**config.mk**
```make
export PLATFORM = sky130hd
export DESIGN_NAME = i_ddr_deser
export DESIGN_NICKNAME = d
export VERILOG_FILES = /design/src/rtl/i_ddr_deser_pkg.sv /design/src/rtl/i_ddr_capture.sv /design/src/rtl/i_ddr_deser.sv
export SDC_FILE = /design/constraint.sdc
export NUM_CORES = 1
export LEC_CHECK = 0
export CAP_MARGIN = 20
export CORE_MARGIN = 2
export CORE_UTILIZATION = 45
export DETAILED_ROUTE_END_ITERATION = 7
export GPL_TIMING_DRIVEN = 0
export PLACE_DENSITY = 0.74
export SETUP_SLACK_MARGIN = 0.1
export SYNTH_ARGS = -nofsm -noshare
export SYNTH_HDL_FRONTEND = slang
export SYNTH_SLANG_ARGS = --single-unit
```
**constraint.sdc**
```tcl
create_clock -name CLK -period 2.81 [get_ports CLK]
set_clock_uncertainty 0.2 [all_clocks]
set_input_delay 0.281 -clock CLK [delete_from_list [all_inputs] [get_ports CLK]]
set_output_delay 0.281 -clock CLK [all_outputs]
set_load 0.005 [all_outputs]
```
**src/rtl/i_ddr_deser_pkg.sv**
```systemverilog
// Shared types and elaboration helpers for the DDR input deserializer.
package i_ddr_deser_pkg;

    typedef enum logic [1:0] {
        StFill,
        StRun,
        StSlip
    } state_e;

    localparam int unsigned MinWidth = 4;
    localparam int unsigned MaxWidth = 16;

    function automatic bit width_legal(input int unsigned width);
        return (width >= MinWidth) && (width <= MaxWidth) && ((width % 2) == 0);
    endfunction

    // Bit counter must reach WIDTH+1 when a word ends on the rising half of a pair.
    function automatic int unsigned pair_cnt_width(input int unsigned width);
        return $clog2(width) + 1;
    endfunction

endpackage

```
**src/rtl/i_ddr_capture.sv**
```systemverilog
// DDR pin capture: rising and falling samples presented as one aligned pair per posedge.
module i_ddr_capture (
    input  logic       rst,
    input  logic       CLK,
    input  logic       D,
    input  logic       E,
    output logic [1:0] pair,
    output logic       pair_valid
);

    logic rise_q;
    logic fall_q;
    logic valid_q;

    always_ff @(posedge CLK or negedge rst) begin
        if (!rst) begin
            rise_q  <= 1'b0;
            valid_q <= 1'b0;
        end else begin
            valid_q <= E;
            if (E) begin
                rise_q <= D;
            end
        end
    end

    // The falling sample belongs to the pair opened by the preceding enabled rising sample.
    always_ff @(negedge CLK or negedge rst) begin
        if (!rst) begin
            fall_q <= 1'b0;
        end else if (valid_q) begin
            fall_q <= D;
        end
    end

    assign pair       = {fall_q, rise_q};
    assign pair_valid = valid_q;

endmodule

```
**src/rtl/i_ddr_deser.sv**
```systemverilog
// DDR input deserializer: gearbox from bit pairs to WIDTH-bit words with bitslip framing.
module i_ddr_deser
    import i_ddr_deser_pkg::*;
#(
    parameter int unsigned WIDTH        = 8,
    parameter int unsigned SLIP_DISCARD = 1
) (
    input  logic             rst,
    input  logic             CLK,
    input  logic             D,
    input  logic             E,
    input  logic             BITSLIP,
    output logic [WIDTH-1:0] Q,
    output logic             Q_VALID,
    output logic             SLIP_BUSY
);

    localparam int unsigned CntW = pair_cnt_width(WIDTH);
    localparam int unsigned OffW = CntW - 1;

    localparam logic [CntW-1:0] WidthC = CntW'(WIDTH);
    localparam logic [CntW-1:0] TwoC   = CntW'(2);
    localparam logic [OffW-1:0] OffMax = OffW'(WIDTH - 1);
    localparam logic [1:0]      DiscC  = 2'(SLIP_DISCARD);

    if (!width_legal(WIDTH) || (SLIP_DISCARD < 1) || (SLIP_DISCARD > 2)) begin : g_param_check
        $error("i_ddr_deser: illegal WIDTH or SLIP_DISCARD");
    end

    logic [1:0] pair;
    logic       pair_valid;

    i_ddr_capture u_capture (
        .rst       (rst),
        .CLK       (CLK),
        .D         (D),
        .E         (E),
        .pair      (pair),
        .pair_valid(pair_valid)
    );

    state_e           state_q, state_d;
    logic [OffW-1:0]  s_q, s_d;
    logic [CntW-1:0]  cnt_q, cnt_d;
    logic [WIDTH-2:0] sr_q, sr_d;
    logic [WIDTH-1:0] q_q, q_d;
    logic             q_valid_q, q_valid_d;
    logic [1:0]       disc_q, disc_d;
    logic             pend_q, pend_d;

    logic [WIDTH:0]   shifted;
    logic [CntW-1:0]  sum;
    logic             accept;
    logic             consume;
    logic             done;
    logic [WIDTH-1:0] word;

    // Oldest bit at index 0; the newest pair sits on top of the WIDTH-1 retained bits.
    assign shifted = {pair, sr_q};

    always_comb begin
        state_d   = state_q;
        s_d       = s_q;
        cnt_d     = cnt_q;
        sr_d      = sr_q;
        q_d       = q_q;
        q_valid_d = 1'b0;
        disc_d    = disc_q;
        pend_d    = pend_q;
        accept    = 1'b0;
        consume   = 1'b0;
        done      = 1'b0;
        sum       = cnt_q;
        word      = shifted[WIDTH:1];

        if (!E) begin
            state_d = StFill;
            pend_d  = 1'b0;
            // Preload so the first (discarded) word ends s bits into the restarted stream.
            cnt_d   = (s_q == '0) ? '0 : (WidthC - {1'b0, s_q});
        end else begin
            accept  = BITSLIP && (state_q == StRun) && pair_valid;
            consume = (state_q == StSlip) && pend_q && pair_valid;

            if (pair_valid) begin
                sr_d = shifted[WIDTH:2];
                sum  = cnt_q + TwoC - {{(CntW - 1){1'b0}}, consume};
                if (sum >= WidthC) begin
                    done  = 1'b1;
                    cnt_d = sum - WidthC;
                    // sum == WIDTH+1 means the word closed on the rising half of this pair.
                    word  = (sum == WidthC) ? shifted[WIDTH:1] : shifted[WIDTH-1:0];
                end else begin
                    cnt_d = sum;
                end
            end

            if (consume) begin
                pend_d = 1'b0;
            end

            if (done) begin
                unique case (state_q)
                    StFill: state_d = StRun;
                    StRun: begin
                        q_d       = word;
                        q_valid_d = 1'b1;
                    end
                    StSlip: begin
                        if (disc_q == 2'd1) begin
                            state_d = StRun;
                        end else begin
                            disc_d = disc_q - 2'd1;
                        end
                    end
                    default: state_d = StFill;
                endcase
            end

            if (accept) begin
                state_d = StSlip;
                disc_d  = DiscC;
                pend_d  = 1'b1;
                s_d     = (s_q == OffMax) ? '0 : (s_q + OffW'(1));
            end
        end
    end

    always_ff @(posedge CLK or negedge rst) begin
        if (!rst) begin
            state_q   <= StFill;
            s_q       <= '0;
            cnt_q     <= '0;
            sr_q      <= '0;
            q_q       <= '0;
            q_valid_q <= 1'b0;
            disc_q    <= '0;
            pend_q    <= 1'b0;
        end else begin
            state_q   <= state_d;
            s_q       <= s_d;
            cnt_q     <= cnt_d;
            sr_q      <= sr_d;
            q_q       <= q_d;
            q_valid_q <= q_valid_d;
            disc_q    <= disc_d;
            pend_q    <= pend_d;
        end
    end

    assign Q         = q_q;
    assign Q_VALID   = q_valid_q;
    assign SLIP_BUSY = (state_q == StSlip);

endmodule

```
==> flow_metrics.env, run 1 <==
export IMPL_status="finished, final reports clean"
export IMPL_die_area_sq_um=3931
export IMPL_wl_per_cell_um=14.95
export IMPL_wirelength_um=2901
export IMPL_r2r_cells=2
export IMPL_firstDrtPassIters=4
export IMPL_drcViolationCount=0
export IMPL_drtIter0Drc=33
export IMPL_slew_violations=0
export IMPL_globalRouteOverflowTotal=0
export IMPL_setup_viol=0
export IMPL_netlist_instances=118
export IMPL_netlist_top_cells_area="dfrtp_1 (48%), mux2_2 (16%), mux2_4 (7.7%)"
export IMPL_r2r_slack_ns=0.16
export IMPL_cp_buffers_inverters=1
export IMPL_syn_to_final_growth_pct=23.49
export IMPL_r2r_end="u_capture.fall_q"
export IMPL_io_buffers=14
export IMPL_synth_top_cell_area_share=0.4843
export IMPL_htreeDepth=2
export IMPL_gp_congestion=0.7043
export IMPL_yosys_top_cells_count="dfrtp_1 (30), mux2_2 (22), ha_1 (8), inv_1 (8), mux2_4 (8)"
export IMPL_fp_coreArea_sq_um=3311
export IMPL_worst_path_max_delay_cell="dfrtp_1"
export IMPL_nets=160
export IMPL_clockBufferDepth=2
export IMPL_placement_cell_area_sq_um=1777
export IMPL_final_util=0.5782
export IMPL_yosysWarnings=0
export IMPL_grt_pass1_wl_um=4961
export IMPL_grt_pass1_vias=1045
export IMPL_start_util=0.4683
export IMPL_crit_required_ns=1.37
export IMPL_drv_cap=0
export IMPL_peakVddDrop_v=0.0004485
export IMPL_clk_latency_ns=0.32
export IMPL_reg2reg_from="u_capture.pair_valid"
export IMPL_async_flop_share=1.000
export IMPL_die_y_um=62.70
export IMPL_drive_gt1_frac=0.3514
export IMPL_synth_top_cell_by_area="dfrtp_1"
export IMPL_antenna_left=0
export IMPL_root_buffer="clkbuf_4"
export IMPL_final_setup_tns_ns=0
export IMPL_ys_types=27
export IMPL_pre_cts_ws_ns=-0.03394
export IMPL_max_stage_delay_ns=0.42
export IMPL_startpoint_type="flop"
export IMPL_num_io_pins=15
export IMPL_ys_seq_elements=31
export IMPL_synth_edff_count=0
export IMPL_fin_area_sq_um=1914
export IMPL_dr_total_vias=1011
export IMPL_layout_setup_ws_ns=0.1628
export IMPL_crit_path_max_fanout=6
export IMPL_cp_top_family="flip-flops"
export IMPL_tritoncts="yes"
export IMPL_end_kind="flop"
export IMPL_synthesis_nets=131
export IMPL_viasPerCell=5.211
export IMPL_power_per_cell_area_nw_per_um2=926.0
export IMPL_synth_ff_type="dfrtp_1"
export IMPL_rsz0062_at_grt="false"
export IMPL_stdcell_count=194
export IMPL_clkTransAtPathRegs_ns=0.09
export IMPL_leakagePower_nw=0.8663
export IMPL_antenna_found_initial=0
export IMPL_final_hold_violation_count=0
export IMPL_fp_row_count=21
export IMPL_die_w_um=62.70
export IMPL_holdWs_ns=0.1376
export IMPL_synth_avg_cell_area_sq_um=13.14
export IMPL_finalPower_mw=1.773
export IMPL_dp_hpwl_um=1966
export IMPL_track_usage=0.1656
export IMPL_clkSinkCount=31
export IMPL_synth_cell_area_sq_um=1550
export IMPL_worst_pin_slew_ns=0.6337
export IMPL_grt_max_degree=22
export IMPL_hold_buffers=0
export IMPL_seq_area_frac_synth=0.5004
export IMPL_dpl_cell_count=179
export IMPL_antenna_cells=0
export IMPL_slew_headroom=0.5762
export IMPL_crit_chain="buf_6, mux2_2"
export IMPL_critical_path_class="reg2reg"
export IMPL_tritoncts_num_buffers=5
export IMPL_cp_arrival_ns=1.21
export IMPL_yosysMostFrequentCell="dfrtp_1"
export IMPL_hp_class="in2async"
## cell type report
type                       count  area, sq um
inverter                       8        30.03
timing repair buffer          22        227.7
sequential                    31        777.0
clock inverter                 1        5.005
clock buffer                   7        45.04
tap                           46        57.56
multi-input combinational     76        745.7
fill                         297         1396
buffer                         3        26.28
## placed cells by master, fill, tap and decap left out, types with 2 or more instances in the layout
cell type and n:
dfrtp_1 29, mux2_2 22, clkdlybuf4s50_1 14, inv_1 8, mux2_4 8, ha_1 7
o21ai_0 5, clkbuf_4 5, buf_4 5, buf_6 4, nor2_1 4, nand2_1 4
nand3b_1 3, clkbuf_1 3, mux2i_1 3, nand4b_1 2, a21oi_1 2, nor2b_1 2
nand3_1 2, a31o_2 2
## how the worst max path moves through the flow
stage                               startpoint          endpoint  slack (ns)  depth (start not counted)
after floorplan           u_capture.pair_valid  u_capture.fall_q        0.17                          2
after global placement                     rst  u_capture.fall_q       -0.59                          1
after detailed placement            state_q[0]              Q[6]       -0.03                         10
after CTS                 u_capture.pair_valid  u_capture.fall_q        0.11                          2
after global routing                state_q[0]              Q[6]        0.12                         11
final                     u_capture.pair_valid  u_capture.fall_q        0.16                          2
## registers in the layout (all words and copies together) (netlist names)
name / count
u_capture.fall_q: 1
Q_VALID: 1
sr_q: 7
state_q: 2
Q: 8
disc_q: 2
pend_q: 1
s_q: 3
u_capture.pair_valid: 1
cnt_q: 4
u_capture.rise_q: 1
## repair_timing
action | CTS | global route
setup buffers | 2 | 5
pin swaps | 1 | 1
endpoints found under the setup margin | 9 | 9
resized for setup | 2 | 6
## per-layer routing
layer | vias up | track usage | share of wire
li1 | 478 | - | -
met1 | 503 | 0.2078 | 0.46
met2 | 24 | 0.2608 | 0.47
met3 | 6 | 0.06486 | 0.055
met4 | 0 | 0.05833 | 0.015
met5 | - | 0 | 0
## kinds of logic (layout without fill, tap and decap cells)
logic type	count (synthesis)	count (layout)	synth area share
mux	33	33	0.2567
flops	31	31	0.5004
compound gates	11	11	0.04359
simple gates	23	23	0.08717
buf+inv	11	41	0.03147
fa+ha+maj	8	8	0.06457
xor+xnor	1	1	0.01614
## power by group
group	switching (mW)	internal (mW)	total, mW
sequential	0.117	0.593	0.710
clock	0.146	0.0973	0.244
combinational	0.297	0.522	0.819
Note: power is estimated with default switching activity, not from simulation.
==> run 2: changes to the inputs <==
CORE_MARGIN = default   (was 2)
GPL_ROUTABILITY_DRIVEN = 0   (was default)
==> flow_metrics.env, run 2 (synthesis results as in run 1) <==
export IMPL_status="finished, final reports clean"
export IMPL_startpoint_type="flop"
export IMPL_drcViolationCount=0
export IMPL_antenna_cells=0
export IMPL_root_buffer="clkbuf_4"
export IMPL_holdWs_ns=0.2078
export IMPL_final_common_cell="dfrtp_1"
export IMPL_worst_path_max_delay_cell="dfrtp_1"
export IMPL_final_hold_violation_count=0
export IMPL_clkTransAtPathRegs_ns=0.10
export IMPL_fp_row_count=20
export IMPL_clkSinkCount=31
export IMPL_clk_latency_ns=0.33
export IMPL_mostFrequentLayoutCells="dfrtp_1 (28), mux2_2 (22), clkdlybuf4s50_1 (14)"
export IMPL_grt_pass1_vias=1031
export IMPL_nets=159
export IMPL_multi_input_area_sq_um=745.7
export IMPL_crit_chain="buf_6, mux2_2"
export IMPL_clockBufferDepth=2
export IMPL_tritoncts_num_buffers=5
export IMPL_crit_path_max_fanout=10
export IMPL_pre_cts_ws_ns=-0.09049
export IMPL_slew_violations=0
export IMPL_cp_buffers_inverters=1
export IMPL_die_area_sq_um=3684
export IMPL_antenna_left=0
export IMPL_htreeDepth=2
export IMPL_antenna_found_initial=0
export IMPL_final_seq_area_sq_um=778.2
export IMPL_hp_class="in2async"
export IMPL_drive_gt1_frac=0.3673
export IMPL_critical_path_class="reg2reg"
export IMPL_fp_coreArea_sq_um=3153
export IMPL_syn_to_final_growth_pct=25.59
export IMPL_start_util=0.4917
export IMPL_layout_setup_ws_ns=0.1283
export IMPL_tritoncts="yes"
export IMPL_crit_required_ns=1.38
export IMPL_dr_total_vias=1019
export IMPL_grt_max_degree=18
export IMPL_final_util=0.6175
export IMPL_drtIter0Drc=24
export IMPL_die_w_um=60.70
export IMPL_slew_headroom=0.4580
export IMPL_peakVddDrop_v=0.0005310
export IMPL_wl_per_cell_um=15.79
export IMPL_num_io_pins=15
export IMPL_end_kind="flop"
export IMPL_dp_hpwl_um=1850
export IMPL_max_stage_delay_ns=0.42
export IMPL_wirelength_um=3015
export IMPL_cp_top_family="flip-flops"
export IMPL_die_y_um=60.70
export IMPL_final_setup_tns_ns=0
export IMPL_leakagePower_nw=0.8830
export IMPL_hold_buffers=0
export IMPL_cp_arrival_ns=1.25
export IMPL_rsz0062_at_grt="false"
export IMPL_track_usage=0.1926
export IMPL_drv_cap=0
export IMPL_largest_register_ff_count=8
export IMPL_grt_pass1_wl_um=4988
export IMPL_power_per_cell_area_nw_per_um2=982.4
export IMPL_dpl_cell_count=177
export IMPL_setup_viol=0
export IMPL_worst_pin_slew_ns=0.8105
export IMPL_fillers=257
export IMPL_viasPerCell=5.335
export IMPL_stdcell_count=191
export IMPL_globalRouteOverflowTotal=0
export IMPL_io_buffers=14
export IMPL_firstDrtPassIters=4
[run 2: cell types whose count changed in the layout (fill, tap and decap cells not counted)]
| cell | before | now |
|---|---|---|
| clkbuf_8 | 0 | 1 |
| dfrtp_2 | 1 | 2 |
| buf_12 | 0 | 1 |
| dfrtp_1 | 29 | 28 |
| clkbuf_1 | 3 | 1 |
| buf_6 | 4 | 2 |
| bufinv_16 | 0 | 1 |
[run 2: worst paths after layout]
check / slack, ns / start / to / cells past startpoint
setup / recovery: 0.13 / u_capture.pair_valid / u_capture.fall_q / 2
hold / removal: 0.21 / rst / disc_q[1] / 1
setup reg to reg: 0.13 / u_capture.pair_valid / u_capture.fall_q / 2
hold reg to reg: 0.30 / u_capture.fall_q / u_capture.fall_q / 1
max in group asynchronous: 0.31 / rst / u_capture.fall_q / 2
min in group CLK: 0.30 / u_capture.fall_q / u_capture.fall_q / 1
[run 2: area by class of cell]
class                           instances  area share
Timing Repair Buffer                   21      0.1157
Tap cell                               44     0.02828
Multi-Input combinational cell         76      0.3830
Clock buffer                            6     0.02635
Clock inverter                          2     0.01799
Inverter                                8     0.01542
Buffer                                  3     0.01350
Sequential cell                        31      0.3997
[run 2: power breakdown]
part,switching [mW],internal (mW)
logic,0.306,0.528
clock network,0.158,0.210
registers,0.117,0.593
[run 2: repair_timing]
action / 4_1_cts / 5_1_grt
endpoints found under the setup margin: 9 / 9
buffers inserted: 1 / 5
pin swaps: 1 / 1
gates resized for setup: 2 / 5
[run 2: metal layers]
layer  vias up  global-route usage  routed length, um
li1        482                   -                  -
met1       502              0.2545               1367
met2        25              0.2889               1456
met3        10             0.05117                114
met4         0              0.1071                 76
met5         -                   0                  0
[run 2: metrics by stage]
stage,power [mW],area [sq um]
2_1_floorplan,1.182,1551
3_3_place_gp,1.387,1747
3_5_place_dp,1.424,1774
4_1_cts,1.855,1886
5_1_grt,2.041,1947
6_report,1.913,1947
[run 2: worst register-to-register path: cells and delay by family (launching register included)]
kind                   cells  cell delay [ns]
DFF                        1             0.42
buffers and inverters      1             0.17
muxes                      1             0.33
==> run 3: changes to the inputs <==
CORE_ASPECT_RATIO = 0.9   (was default)
==> flow_metrics.env, run 3 (synthesis results as in run 1) <==
export IMPL_final_common_cell="dfrtp_1"
export IMPL_htreeDepth=2
export IMPL_dp_hpwl_um=1947
export IMPL_viasPerCell=5.148
export IMPL_worst_pin_slew_ns=0.7623
export IMPL_layout_setup_ws_ns=0.1599
export IMPL_slew_violations=0
export IMPL_power_per_cell_area_nw_per_um2=951.5
export IMPL_die_area_sq_um=3684
export IMPL_leakagePower_nw=0.8769
export IMPL_wl_per_cell_um=14.76
export IMPL_die_y_um=57.68
export IMPL_final_hold_violation_count=0
export IMPL_mostFrequentLayoutCells="dfrtp_1 (28), mux2_2 (22), clkdlybuf4s50_1 (14)"
export IMPL_finalPower_mw=1.833
export IMPL_critical_path_class="reg2reg"
export IMPL_hp_class="in2async"
export IMPL_antenna_left=0
export IMPL_crit_path_max_fanout=10
export IMPL_final_util=0.6094
export IMPL_status="finished, final reports clean"
export IMPL_die_w_um=63.87
export IMPL_peakVddDrop_v=0.0005464
export IMPL_grt_max_degree=18
export IMPL_setup_viol=0
export IMPL_clock_fmax_ghz=0.3783
export IMPL_drcViolationCount=0
export IMPL_fp_row_count=19
export IMPL_nets=159
export IMPL_r2r_slack_ns=0.16
export IMPL_fp_coreArea_sq_um=3162
export IMPL_clkTransAtPathRegs_ns=0.07
export IMPL_cp_arrival_ns=1.18
export IMPL_end_kind="flop"
export IMPL_largest_register_ff_count=8
export IMPL_start_util=0.4903
export IMPL_fin_crit_ns=2.650
export IMPL_multi_input_area_sq_um=733.2
export IMPL_finalCritPeriodShare=0.9431
export IMPL_grt_pass1_wl_um=4698
export IMPL_rsz0062_at_grt="false"
export IMPL_syn_to_final_growth_pct=24.29
export IMPL_final_seq_area_sq_um=778.2
export IMPL_num_io_pins=15
export IMPL_drive_gt1_frac=0.3469
export IMPL_firstDrtPassIters=4
export IMPL_grt_pass1_vias=995
export IMPL_root_buffer="clkbuf_8"
export IMPL_crit_required_ns=1.34
export IMPL_clk_latency_ns=0.29
export IMPL_antenna_cells=0
export IMPL_drv_cap=0
export IMPL_clkSinkCount=31
export IMPL_wirelength_um=2790
export IMPL_io_buffers=14
export IMPL_tritoncts="yes"
export IMPL_track_usage=0.1754
export IMPL_antenna_found_initial=0
export IMPL_pre_cts_ws_ns=-0.1062
export IMPL_slew_headroom=0.4902
export IMPL_globalRouteOverflowTotal=0
export IMPL_clockBufferDepth=2
export IMPL_tritoncts_num_buffers=5
export IMPL_fillers=255
export IMPL_startpoint_type="flop"
export IMPL_drtIter0Drc=50
export IMPL_dr_total_vias=973
[run 3: cell types whose count changed in the layout (fill, tap and decap cells not counted), sizes merged]
cell | previous run | this run
clkbuf | 7 | 8
bufinv | 1 | 0
[run 3: critical path: stages, from the launching register on]
cell	delay (ns)
dfrtp_1	0.40
buf_6	0.16
mux2_2	0.33
[run 3: final timing paths]
path | from | end | cells after the start
min reg2reg | u_capture.fall_q | u_capture.fall_q | 1
max reg2reg | u_capture.pair_valid | u_capture.fall_q | 2
max | u_capture.pair_valid | u_capture.fall_q | 2
min in group CLK | u_capture.fall_q | u_capture.fall_q | 1
max in group asynchronous | rst | u_capture.fall_q | 2
min | rst | s_q[0] | 1
[run 3: final cells by class]
type / instances / area share
flip-flops and latches: 31 / 0.4039
multi-input cells: 76 / 0.3805
repair buffers: 21 / 0.1169
clock buffers: 7 / 0.03961
well taps: 42 / 0.02727
inverters: 8 / 0.01558
plain buffers: 3 / 0.01364
clock inverters: 1 / 0.002597
[run 3: through the flow]
| stage | TNS (ns) | area [sq um] | hold WS, ns | cells |
|---|---|---|---|---|
| after detailed placement | -0.7767 | 1772 | 0.2875 | 175 |
| after global placement | -0.6088 | 1744 | 0.2824 | 174 |
| after floorplan | 0 | 1551 | -0.2146 | 118 |
| after CTS | 0 | 1883 | 0.2713 | 184 |
| final | 0 | 1927 | 0.2453 | 189 |
| after global routing | 0 | 1927 | 0.2914 | 189 |
[run 3: what timing repair did]
action,CTS,global route
pin swaps,1,1
hold buffers,0,0
resized for setup,3,3
gates cloned,0,0
endpoints found under the setup margin,9,9
buffers inserted,1,5
[run 3: per-layer routing]
layer	vias to the layer above	GRT usage	share of wire
li1	476	-	-
met1	477	0.2245	0.47
met2	15	0.2720	0.48
met3	5	0.05512	0.035
met4	0	0.08442	0.016
met5	-	0	0
[run 3: power breakdown]
| part | switching (mW) | internal (mW) | leakage (nW) |
|---|---|---|---|
| logic | 0.286 | 0.511 | 0.450 |
| registers | 0.107 | 0.595 | 0.384 |
| clock network | 0.162 | 0.173 | 0.0422 |
